--- src/rtl/bit_index_enumerator_if.sv ---
`default_nettype none
// ============================================================================
//  Module      : bit_index_enumerator_if
//  Description : Valid/ready bundle for the bit index enumerator. It carries
//                the input word channel, the output index-beat channel and
//                the busy status.
//                The producer/consumer side uses the master modport.
//                The enumerator itself uses the slave modport.
//  Revision    : 1.0  initial release
// ============================================================================
interface bit_index_enumerator_if #(
  parameter int WIDTH = 32,
  parameter int IDXW  = $clog2(WIDTH)
);

  // input word channel
  logic             in_valid;
  logic             in_ready;
  logic [WIDTH-1:0] in_data;

  // output beat channel
  logic             out_valid;
  logic             out_ready;
  logic [IDXW-1:0]  out_index;
  logic             out_last;
  logic             out_empty;
  logic [IDXW:0]    out_seq;

  // status
  logic             busy;

  // Producer and consumer side of the enumerator.
  modport master (
    output in_valid,
    output in_data,
    output out_ready,
    input  in_ready,
    input  out_valid,
    input  out_index,
    input  out_last,
    input  out_empty,
    input  out_seq,
    input  busy
  );

  // The enumerator's own view of the bundle.
  modport slave (
    input  in_valid,
    input  in_data,
    input  out_ready,
    output in_ready,
    output out_valid,
    output out_index,
    output out_last,
    output out_empty,
    output out_seq,
    output busy
  );

endinterface
`default_nettype wire

--- src/rtl/bit_index_enumerator.sv ---
`default_nettype none
// ============================================================================
//  Module      : bit_index_enumerator
//  Description : Streaming decoder. It takes in one WIDTH-bit word and
//                emits the positions of its set bits, highest position
//                first, one index per output beat. A word with no set bits
//                produces a single beat with out_empty set.
//
//                Integration note: in_ready is not registered. It depends
//                combinationally on out_ready, so the next word can be
//                accepted on the same cycle as the last beat's handshake.
//                The output channel has no combinational path from any
//                input. out_valid comes from a register. out_index and
//                out_last are decoded from the registered residual word.
//  Revision    : 1.0  initial release
// ============================================================================
module bit_index_enumerator #(
  parameter int WIDTH = 32,
  parameter int IDXW  = $clog2(WIDTH)
) (
  input  logic                    clk,
  input  logic                    rst_n,
  bit_index_enumerator_if.slave   bus
);

  localparam logic [WIDTH-1:0] c_one      = WIDTH'(1);
  localparam logic [IDXW:0]    c_seq_one  = (IDXW+1)'(1);

  typedef enum logic [0:0] {
    S_IDLE = 1'b0,
    S_EMIT = 1'b1
  } state_t;

  state_t           r_state;
  logic [WIDTH-1:0] r_residual;   // set bits not yet emitted
  logic [IDXW:0]    r_seq;        // ordinal of the current beat
  logic             r_valid;
  logic             r_busy;
  logic             r_empty;      // the held word was all zeros

  logic [IDXW-1:0]  w_index;
  logic             w_onehot;
  logic             w_last;
  logic             w_out_fire;
  logic             w_in_ready;
  logic             w_in_fire;
  logic [WIDTH-1:0] w_clear_mask;

  // Priority encoder: the highest set bit of the residual wins, because
  // later loop iterations override earlier ones.
  always_comb begin
    w_index = '0;
    for (int i = 0; i < WIDTH; i++) begin
      if (r_residual[i]) begin
        w_index = IDXW'(i);
      end
    end
  end

  // Beat decode and handshake qualifiers. The last beat is either the
  // single beat of an empty word or the beat that holds the only
  // remaining set bit.
  always_comb begin
    w_onehot     = (r_residual != '0) &&
                   ((r_residual & (r_residual - c_one)) == '0);
    w_last       = r_valid && (r_empty || w_onehot);
    w_clear_mask = ~(c_one << w_index);
    w_out_fire   = r_valid && bus.out_ready;
    w_in_ready   = rst_n &&
                   ((r_state == S_IDLE) || (w_out_fire && w_last));
    w_in_fire    = bus.in_valid && w_in_ready;
  end

  // Control FSM with registered valid/busy/empty flags. When a last-beat
  // handshake and an input accept happen in the same cycle, the accept
  // wins. This keeps the block in EMIT with no idle bubble.
  always_ff @(posedge clk) begin
    if (!rst_n) begin
      r_state    <= S_IDLE;
      r_residual <= '0;
      r_seq      <= '0;
      r_valid    <= 1'b0;
      r_busy     <= 1'b0;
      r_empty    <= 1'b0;
    end else begin
      if (w_out_fire) begin
        r_residual <= r_residual & w_clear_mask;
        if (w_last) begin
          // Return the ordinal to 0 so it never goes past WIDTH-1.
          r_state <= S_IDLE;
          r_seq   <= '0;
          r_valid <= 1'b0;
          r_busy  <= 1'b0;
          r_empty <= 1'b0;
        end else begin
          r_seq <= r_seq + c_seq_one;
        end
      end
      if (w_in_fire) begin
        r_state    <= S_EMIT;
        r_residual <= bus.in_data;
        r_seq      <= '0;
        r_valid    <= 1'b1;
        r_busy     <= 1'b1;
        r_empty    <= (bus.in_data == '0);
      end
    end
  end

  assign bus.in_ready  = w_in_ready;
  assign bus.out_valid = r_valid;
  assign bus.out_index = w_index;
  assign bus.out_last  = w_last;
  assign bus.out_empty = r_empty;
  assign bus.out_seq   = r_seq;
  assign bus.busy      = r_busy;

endmodule
`default_nettype wire

--- src/flat_wrapper.sv ---
// flat-port wrapper written by rule: the top's interface ports become plain ports
module bit_index_enumerator_flat 
#(
  parameter int WIDTH = 32,
  parameter int IDXW  = $clog2(WIDTH)
)
  (clk, rst_n, bus_in_valid, bus_in_data, bus_out_ready, bus_in_ready, bus_out_valid, bus_out_index, bus_out_last, bus_out_empty, bus_out_seq, bus_busy);
  bit_index_enumerator_if #(.WIDTH(WIDTH), .IDXW(IDXW)) bus_i ();
  input  logic clk;
  input  logic rst_n;
  input wire logic [$bits(bus_i.in_valid)-1:0] bus_in_valid;
  input wire logic [$bits(bus_i.in_data)-1:0] bus_in_data;
  input wire logic [$bits(bus_i.out_ready)-1:0] bus_out_ready;
  output wire logic [$bits(bus_i.in_ready)-1:0] bus_in_ready;
  output wire logic [$bits(bus_i.out_valid)-1:0] bus_out_valid;
  output wire logic [$bits(bus_i.out_index)-1:0] bus_out_index;
  output wire logic [$bits(bus_i.out_last)-1:0] bus_out_last;
  output wire logic [$bits(bus_i.out_empty)-1:0] bus_out_empty;
  output wire logic [$bits(bus_i.out_seq)-1:0] bus_out_seq;
  output wire logic [$bits(bus_i.busy)-1:0] bus_busy;
  assign bus_i.in_valid = bus_in_valid;
  assign bus_i.in_data = bus_in_data;
  assign bus_i.out_ready = bus_out_ready;
  assign bus_in_ready = bus_i.in_ready;
  assign bus_out_valid = bus_i.out_valid;
  assign bus_out_index = bus_i.out_index;
  assign bus_out_last = bus_i.out_last;
  assign bus_out_empty = bus_i.out_empty;
  assign bus_out_seq = bus_i.out_seq;
  assign bus_busy = bus_i.busy;
  bit_index_enumerator #(.WIDTH(WIDTH), .IDXW(IDXW)) u_core (.clk(clk), .rst_n(rst_n), .bus(bus_i));
endmodule
--- config.mk ---
export PLATFORM = sky130hd
export DESIGN_NAME = bit_index_enumerator_flat
export DESIGN_NICKNAME = d
export VERILOG_FILES = /design/src/rtl/bit_index_enumerator_if.sv /design/src/rtl/bit_index_enumerator.sv /design/src/flat_wrapper.sv
export SDC_FILE = /design/constraint.sdc
export NUM_CORES = 1
export LEC_CHECK = 0
export CELL_PAD_IN_SITES_DETAIL_PLACEMENT = 0
export CELL_PAD_IN_SITES_GLOBAL_PLACEMENT = 1
export CORE_MARGIN = 2
export CORE_UTILIZATION = 43
export DETAILED_ROUTE_END_ITERATION = 16
export PLACE_DENSITY = 0.84
export SYNTH_ARGS = -nofsm -noshare
export SYNTH_HDL_FRONTEND = slang
export SYNTH_SLANG_ARGS = --single-unit
--- constraint.sdc ---
create_clock -name clk -period 7.5 [get_ports clk]
set_input_delay 2.25 -clock clk [delete_from_list [all_inputs] [get_ports clk]]
set_output_delay 2.25 -clock clk [all_outputs]
set_load 0.005 [all_outputs]
==> impl_metrics.yaml <==
worst_setup_path:
  cp-end-kind: "output port"
  critPathArrivalTime_ps: 3950
  slowest_delay_ps: 510
  crit_family: "buffers and inverters"
  reg2reg_from: "u_core.r_residual[24]$_SDFFE_PN0P_"
  cp_data_required_time_ps: 5250
  cp.buffers_inverters: 4
  worst-setup-path-type: "in2out"
  crit_start: "rst_n"
  path_cells: "clkdlybuf4s50_1 > buf_4 > inv_1 > nor2_1 > clkdlybuf4s50_1"
  critPathSlowestCell: "clkdlybuf4s50_1"
  crit_top_cell: "clkdlybuf4s50_1"
  cp-start-kind: "primary input"
  path_max_fanout: 31
layout:
  final_common_cell: "clkdlybuf4s50_1"
  n_antenna_cell: 0
  stdcell_count: 458
  final_nets: 418
  layout-drive-gt1-share: 0.1312
  syn2layout_area_growth_pct: 23.13
  fill_cells: 592
  final_cell_mix: "51 x clkdlybuf4s50_1, 40 x dfxtp_1, 32 x nand2_1"
  final_area_um2: 3523
yosys:
  synth_top_area_share: 0.2798
  syn_area_um2: 2861
  synthCells: 338
  ys_seq_elements: 40
  synth_cell_type_count: 56
  synthTopCellsByArea: "dfxtp_1 28%, mux2_4 13%, a21oi_1 4.7%"
  synth_nets: 375
  syn_area_per_cell_um2: 8.466
  synth_enable_flop_cells: 0
  synth_seq_area_share: 0.2798
  synth.largest_area_cell: "dfxtp_1"
  synth_warnings: 0
  synthFlopType: "dfxtp_1"
  async_reset_ff_frac: 0
clock_tree:
  clockRootBuffer: "clkbuf_8"
  hold_buffers: 0
  post-cts-setup-buffers: 0
  clkSinkCount: 40
  post_cts_resize_count: 0
  cts_tree: "done"
  cts_buffer_depth: 2
  cts_max_level: 2
  worstSkewPairLatency_ps: 300
  clkTransAtPathRegs_ps: 80
  cts-buffers-inserted: 5
placed_design:
  routabilityCongestion: 0.9390
  dpl-instance-area_um2: 3395
  dp_cells: 451
  dp_slack_ps: 1285
  dp_hpwl_mm: 6.513
  portBuffers: 51
global_route:
  grt_pass1_vias: 2596
  grt_max_degree: 32
  grt-ovfl-total: 0
  antenna_found_initial: 0
  grt_pass1_wl_mm: 13.72
  grt_usage: 0.2391
die:
  core_area_um2: 6386
  pin_count: 52
  die_w_um: 85.58
  die_area_um2: 7323
  rows: 29
  initial_core_util: 0.4481
  chipHeight_um: 85.58
drt:
  viasPerCell: 6.199
  postRouteAntennaNets: 0
  drc: 0
  dr.pass1.iters: 5
  routed_wl_mm: 8.634
  dr_total_vias: 2839
  wire_per_inst_um: 18.85
  drtIter0Drc: 309
power_and_ir_drop:
  total_power_mw: 0.6950
  powerDensity_nw_per_um2: 197.2
  irDropWorstVdd_mv: 0.1535
  power.leakage_nw: 1.350
timing:
  grt_setup_unrepaired: "false"
  tns_ps: 0
  hold_violations: 0
  fmax_mhz: 161.2
  fin_crit_ps: 6202
  setup_viol: 0
  fin_crit_sh: 0.8270
  maxSlewHeadroom: 0.2465
  worst_pin_slew_ps: 1124
  drv_slew: 0
  skew_ps: 8.742
  finalWorstSetupSlack_ps: 1298
hold_path:
  min_path_type: "reg2reg"
  min_from: "u_core.bus.out_empty$_SDFFE_PN0P_"
outcome:
  outcome: "finished, final reports clean"
job:
  drv_cap: 0
[area by class of cell]
cell class	count	area, um2	area share
Clock inverter	2	60.06	0.01705
Inverter	20	75.07	0.02131
Sequential cell	40	800.8	0.2273
Timing Repair Buffer	54	533.0	0.1513
Tap cell	77	96.34	0.02734
Clock buffer	5	68.82	0.01953
Multi-Input combinational cell	260	1889	0.5362
[worst paths after layout]
path	endpoint	slack, ps	depth (start not counted)
worst max-delay path	bus_in_ready	1300	5
worst min-delay path	u_core.bus.out_empty$_SDFFE_PN0P_	510	2
worst max register to register	u_core.r_residual[9]$_SDFFE_PN0P_	3830	8
worst min register to register	u_core.bus.out_empty$_SDFFE_PN0P_	510	2
[tightest hold or removal path, stage by stage, from the launching register on]
cell and delay [ps]:
dfxtp_1 340, nand3_1 70, mux2i_1 60
[metal layers]
metal,wire length [um],GRT usage,vias to the layer above
met5,0,0,-
met4,195,0.06494,0
met3,661,0.04427,18
met2,3967,0.3722,135
met1,3810,0.3399,1312
li1,-,-,1374
[logic make-up (layout without fill, tap and decap cells)]
logic type,count (synthesis),count (layout),synth area share
compound gates,98,98,0.2392
buf+inv,38,81,0.05990
mux,33,33,0.1613
simple gates,125,125,0.2462
xor+xnor,3,3,0.009184
fa+ha+maj,1,1,0.004372
flops,40,40,0.2798
[where the power goes]
group	leakage (nW)	internal [mW]	switching (mW)
sequential	0.328	0.227	0.0308
clock	0.0642	0.131	0.0789
combinational	0.957	0.103	0.125
total	1.35	0.461	0.234
[sequential cells by signal, summed over array words and instances (netlist names)]
name and cells:
u_core.bus.out_empty 1, u_core.bus.out_seq 6, u_core.r_residual 32, u_core.r_state 1
[cell usage after synthesis (3+ instances only)]
cell	count
a2111oi_0	3
nand4_1	7
nor4_2	3
nor2b_1	3
o31ai_1	6
o21ai_0	12
buf_6	3
nand3_1	3
nand2b_1	4
nor3_1	10
a211oi_1	14
dfxtp_1	40
clkbuf_1	12
a21oi_1	27
o211ai_1	4
a31oi_1	6
nor4_1	16
and3_1	4
mux2i_1	3
mux2_4	25
o311a_1	6
xor2_1	3
inv_1	20
mux2_2	5
nor2_1	24
nand2_1	32
or4_1	5
[stage by stage]
step	hold WS, ps	utilization
finish	512.7	0.5517
global route	584.5	0.5517
floorplan	474.3	-
CTS	520.0	0.5517
global placement	472.6	0.5315
detailed placement	508.4	0.5315
Power figures use the tool's default switching activity.
